`src/rtl/end_game_overlay_ctrl.sv`:
```
// End-game overlay sequencer: latches winner, waits, blinks text box.
// Ports: CLK/RESET_N, game_over/winner/new_game/frame_start, DrawX/DrawY in; select/pixel_addr/overlay_valid/overlay_active/winner_q out.
module end_game_overlay_ctrl #(
  parameter int SPR_W        = 240,
  parameter int SPR_H        = 120,
  parameter int ORIGIN_X     = 200,
  parameter int ORIGIN_Y     = 180,
  parameter int DELAY_FRAMES = 30,
  parameter int BLINK_ON     = 40,
  parameter int BLINK_OFF    = 20
) (
  input  logic        CLK,
  input  logic        RESET_N,
  input  logic        game_over,
  input  logic        winner,
  input  logic        new_game,
  input  logic        frame_start,
  input  logic [9:0]  DrawX,
  input  logic [9:0]  DrawY,
  output logic [1:0]  select,
  output logic [14:0] pixel_addr,
  output logic        overlay_valid,
  output logic        overlay_active,
  output logic        winner_q
);

  localparam int MAXF_A = (DELAY_FRAMES > BLINK_ON) ? DELAY_FRAMES : BLINK_ON;
  localparam int MAXF   = (MAXF_A > BLINK_OFF) ? MAXF_A : BLINK_OFF;
  localparam int CW     = $clog2(MAXF + 1);

  localparam logic [11:0] X_LO = 12'(ORIGIN_X);
  localparam logic [11:0] X_HI = 12'(ORIGIN_X + SPR_W);
  localparam logic [11:0] Y_LO = 12'(ORIGIN_Y);
  localparam logic [11:0] Y_HI = 12'(ORIGIN_Y + SPR_H);

  localparam logic [CW-1:0] N_DLY = CW'(DELAY_FRAMES);
  localparam logic [CW-1:0] N_ON  = CW'(BLINK_ON);
  localparam logic [CW-1:0] N_OFF = CW'(BLINK_OFF);

  typedef enum logic [1:0] {
    IDLE,
    DELAY,
    SHOW_ON,
    SHOW_OFF
  } state_t;

  state_t        state_q, state_d;
  logic [CW-1:0] cnt_q, cnt_d, cnt_inc;
  logic          win_d;

  logic          hit;
  logic [9:0]    dx, dy;
  logic [14:0]   addr;

  assign cnt_inc = cnt_q + CW'(1);

  always_comb begin
    state_d = state_q;
    cnt_d   = cnt_q;
    win_d   = winner_q;
    if (new_game) begin
      state_d = IDLE;
      cnt_d   = '0;
    end else begin
      unique case (state_q)
        IDLE: begin
          // frame_start alongside game_over is deliberately not counted
          if (game_over) begin
            state_d = DELAY;
            cnt_d   = '0;
            win_d   = winner;
          end
        end
        DELAY: begin
          if (frame_start) begin
            if (cnt_inc == N_DLY) begin
              state_d = SHOW_ON;
              cnt_d   = '0;
            end else begin
              cnt_d = cnt_inc;
            end
          end
        end
        SHOW_ON: begin
          if (frame_start) begin
            if (cnt_inc == N_ON) begin
              state_d = SHOW_OFF;
              cnt_d   = '0;
            end else begin
              cnt_d = cnt_inc;
            end
          end
        end
        SHOW_OFF: begin
          if (frame_start) begin
            if (cnt_inc == N_OFF) begin
              state_d = SHOW_ON;
              cnt_d   = '0;
            end else begin
              cnt_d = cnt_inc;
            end
          end
        end
        default: begin
          state_d = IDLE;
          cnt_d   = '0;
        end
      endcase
    end
  end

  always_ff @(posedge CLK or negedge RESET_N) begin
    if (!RESET_N) begin
      state_q  <= IDLE;
      cnt_q    <= '0;
      winner_q <= 1'b0;
    end else begin
      state_q  <= state_d;
      cnt_q    <= cnt_d;
      winner_q <= win_d;
    end
  end

  assign hit = ({2'b00, DrawX} >= X_LO) && ({2'b00, DrawX} < X_HI) &&
               ({2'b00, DrawY} >= Y_LO) && ({2'b00, DrawY} < Y_HI);

  assign dx   = DrawX - 10'(ORIGIN_X);
  assign dy   = DrawY - 10'(ORIGIN_Y);
  assign addr = 15'(dy) * 15'(SPR_W) + 15'(dx);

  // Stage 1 addresses the RAM; stage 2 (valid) lines up with its data_out
  always_ff @(posedge CLK or negedge RESET_N) begin
    if (!RESET_N) begin
      select         <= 2'b00;
      pixel_addr     <= '0;
      overlay_valid  <= 1'b0;
      overlay_active <= 1'b0;
    end else begin
      overlay_active <= (state_q != IDLE);
      overlay_valid  <= (select != 2'b00);
      if (hit && (state_q == SHOW_ON)) begin
        select     <= winner_q ? 2'b10 : 2'b01;
        pixel_addr <= addr;
      end else begin
        select     <= 2'b00;
        pixel_addr <= '0;
      end
    end
  end

endmodule

```
`config.mk`:
```
export PLATFORM = sky130hd
export DESIGN_NAME = end_game_overlay_ctrl
export DESIGN_NICKNAME = d
export VERILOG_FILES = /design/src/rtl/end_game_overlay_ctrl.sv
export SDC_FILE = /design/constraint.sdc
export NUM_CORES = 1
export LEC_CHECK = 0
export CAP_MARGIN = 20
export CORE_ASPECT_RATIO = 0.8
export CORE_MARGIN = 5
export CORE_UTILIZATION = 54
export CTS_BUF_LIST = sky130_fd_sc_hd__clkbuf_16
export DETAILED_ROUTE_END_ITERATION = 8
export PLACE_DENSITY = 0.81
export SLEW_MARGIN = 25
export SYNTH_ARGS = -nofsm -noshare
export SYNTH_HDL_FRONTEND = slang
export SYNTH_SLANG_ARGS = --single-unit
```
`constraint.sdc`:
```
create_clock -name CLK -period 2.58 [get_ports CLK]
set_input_delay 0.387 -clock CLK [delete_from_list [all_inputs] [get_ports CLK]]
set_output_delay 0.387 -clock CLK [all_outputs]
set_load 0.005 [all_outputs]
```
==> flow_summary.yaml, run 1 <==
status:
  status: "complete, but fails checks"
  violations: "setup timing"
cells_and_area:
  final_cells: 458
  diodes: 0
  seq_area_um2: 701
  fillers: 208
  final_nets: 463
  drive_above_1_share: 0.314
  multiInputGateArea_um2: 2000
  syn_to_final_growth_pct: 56.7
global_routing:
  grt-ovfl-total: 0
  grtUsageTotal: 0.282
  grt_max_degree: 29
  use_met2: 0.484
  grt-busiest-layer: "met2"
  use_met1: 0.340
  antenna_found_initial: 0
  grt_pass1_wl_mm: 13.8
  grt_pass1_vias: 2826
  grtUsageMet3: 0.0632
clock_tree:
  root_buffer: "clkbuf_16"
  numCtsBuffers: 3
  cts.sinks: 28
  cts.clk_slew.worst_paths_ns: 0.06
  h-tree-depth: 1
  cts_tree: "built"
  cts_buffer_depth: 2
  clk_latency_ns: 0.27
  cts_hold_buf: 0
die:
  coreArea_um2: 4600
  rows: 22
  die_w_um: 87.0
  start_util: 0.558
  die_area_um2: 6230
  dieHeight_um: 71.6
  ios: 46
critical_path:
  r2r-start: "cnt_q[0]"
  cp_top_family: "adder cells"
  worstSetupStartpointType: "input pin"
  path_class: "in -> reg"
  cp_data_required_time_ns: 2.77
  crit_top_cell: "fa_1"
  critPathArrivalTime_ns: 3.89
  cp_max_fo: 3
  cp_num_buf_inv: 3
  cp_cell_sequence: "buf_8 > clkinvlp_4 > buf_6 > fa_1 > fa_1 > ha_4 > a21o_1 > a211oi_2 > nor2_1 > ha_1 > nand2_2 > o21ai_2 > and2_4 > nand3_2 > or3_1 > mux2i_1"
  max_stage_delay_ns: 0.58
  end_kind: "flop"
  crit_path_top_delay_cell: "fa_1"
  rrSetupSlack_ns: 0.07
  reg2regPathDepth: 8
  rr_endpoint: "cnt_q[3]"
hold_path:
  hold_path_depth: 1
  min_from: "winner_q"
  holdPathEnd: "select[0]"
  hold_class: "reg -> reg"
routing:
  ant_nets: 0
  routedWlPerCell_um: 19.9
  drc: 0
  wl_mm: 9.14
  vias: 2745
  first_iter_violations: 291
  routed_via_density: 5.99
  firstDrtPassIters: 5
logic_synthesis:
  syn_nets: 353
  async_flop_share: 1.00
  ys_seq_area_frac: 0.273
  ys_types: 47
  ys.flop_type: "dfrtp_1"
  synth_common_cells: "inv_1, nor2_1, dfrtp_1"
  syn_avg_cell_area_um2: 8.87
  syn_inst: 289
  synth.most_common_cell: "inv_1"
  synth_edf_count: 0
  syn_area_um2: 2560
  yosys-top-cells-area: "dfrtp_1, ha_1, fa_1"
  post-synth-top-area-fraction: 0.273
  ys_ff_latch: 28
  yosysTopAreaCell: "dfrtp_1"
  yosys_warnings: 0
timing:
  fin_crit_ns: 3.70
  totalNegativeSetupSlack_ns: -5.83
  relSlewSlack: 0.656
  rsz0062_at_grt: "yes"
  clock_skew_ns: 0.00265
  setup_viol: 8
  worstMarginPinSlew_ns: 0.515
  slew_violations: 0
  fin_crit_sh: 1.43
  setup_slack_ns: -1.12
  fmax_ghz: 0.270
  hold_viol_final: 0
place:
  dp_hpwl_mm: 5.27
  portBuffers: 45
  place_inst: 440
  gp_congestion: 0.912
pwr:
  peakVddDrop_mv: 0.575
  leakage_nw: 1.89
  cellPowerDensity_nw_per_um2: 866
flow_run:
  maxCapViolations: 0
worst reg2reg max path: cells and delay by family, from the launching register on:
family | cells | cell delay, ns
xor+xnor | 1 | 0.25
buf+inv | 1 | 0.21
compound gates | 2 | 0.34
fa+ha+maj | 1 | 0.36
flops | 1 | 0.48
simple gates | 3 | 0.74
power breakdown:
group / internal [mW] / switching (mW) / leakage (nW)
Combinational: 1.25 / 1.27 / 1.45
Sequential: 0.466 / 0.0388 / 0.387
Clock: 0.309 / 0.149 / 0.0511
Total: 2.02 / 1.46 / 1.89
logic make-up after synthesis:
logic type	Yosys count	synth area share
flip-flops	28	0.273
adder cells (fa/ha/maj)	38	0.221
multiplexers	2	0.00781
AND/OR/NAND/NOR	79	0.147
XOR/XNOR	35	0.128
AO/OA/AOI/OAI	56	0.148
buffers and inverters	51	0.0747
registers in the layout, indices dropped and copies added, names as in the netlist:
name            count
pixel_addr         15
winner_q            1
cnt_q               6
state_q             2
overlay_valid       1
overlay_active      1
select              2
how the worst max path moves through the flow:
| stage | to | slack, ns | depth (start not counted) | from |
|---|---|---|---|---|
| 2_1_floorplan | pixel_addr[14] | -0.86 | 14 | DrawY[2] |
| 3_3_place_gp | pixel_addr[14] | -1.51 | 15 | DrawY[2] |
| 3_5_place_dp | pixel_addr[14] | -1.63 | 18 | DrawY[2] |
| 4_1_cts | pixel_addr[14] | -0.88 | 15 | DrawY[2] |
| 5_1_grt | pixel_addr[14] | -1.20 | 16 | DrawY[2] |
| 6_report | pixel_addr[14] | -1.12 | 16 | DrawY[2] |
cell type report:
cell class / count / share of cell area
timing repair buffer: 109 / 0.239
inverter: 47 / 0.0448
clock inverter: 1 / 0.00747
tap: 60 / 0.0187
multi-input combinational: 210 / 0.497
sequential: 28 / 0.174
clock buffer: 3 / 0.0187
metal layers:
metal | vias to the layer above | routed length, um | share of wire
li1 | 1170 | - | -
met1 | 1290 | 3280 | 0.36
met2 | 217 | 4350 | 0.48
met3 | 68 | 928 | 0.10
met4 | 0 | 586 | 0.064
met5 | - | 0 | 0
cell usage in the layout, fill, tap and decap left out, types with 7 or more instances in the layout:
| cell type | count |
|---|---|
| xnor2_1 | 17 |
| inv_2 | 10 |
| buf_4 | 58 |
| dfrtp_1 | 28 |
| ha_1 | 16 |
| ha_4 | 10 |
| clkdlybuf4s50_1 | 39 |
| fa_1 | 12 |
| nor2_1 | 28 |
| inv_1 | 36 |
| buf_6 | 7 |
| nand2_1 | 16 |
per-stage QoR:
stage | hold slack [ns] | power (mW) | cell area [um2] | setup slack [ns] | util
floorplan | 0.0914 | 1.75 | 2730 | -0.860 | -
CTS | 0.467 | 3.12 | 3940 | -0.882 | 0.857
global route | 0.488 | 3.62 | 4020 | -1.20 | 0.874
detailed placement | 0.459 | 2.35 | 3620 | -1.63 | 0.787
finish | 0.464 | 3.48 | 4020 | -1.12 | 0.874
global placement | 0.448 | 2.26 | 3620 | -1.51 | 0.787
timing repair:
item,CTS,global route
pin swaps,26,9
gates resized for setup,40,13
buffers inserted,12,2
setup endpoints to repair,8,8
(Power assumes the default switching activity.)
==> inputs of run 2 (changes only) <==
--- a/config.mk
+++ b/config.mk
@@ -12,7 +12,7 @@
 export CTS_BUF_LIST = sky130_fd_sc_hd__clkbuf_16
 export DETAILED_ROUTE_END_ITERATION = 8
 export PLACE_DENSITY = 0.81
-export SLEW_MARGIN = 25
+export SLEW_MARGIN = 0
 export SYNTH_ARGS = -nofsm -noshare
 export SYNTH_HDL_FRONTEND = slang
 export SYNTH_SLANG_ARGS = --single-unit
==> results of run 2 <==
The final DEF is identical to that of run 1; final timing and power are the same.
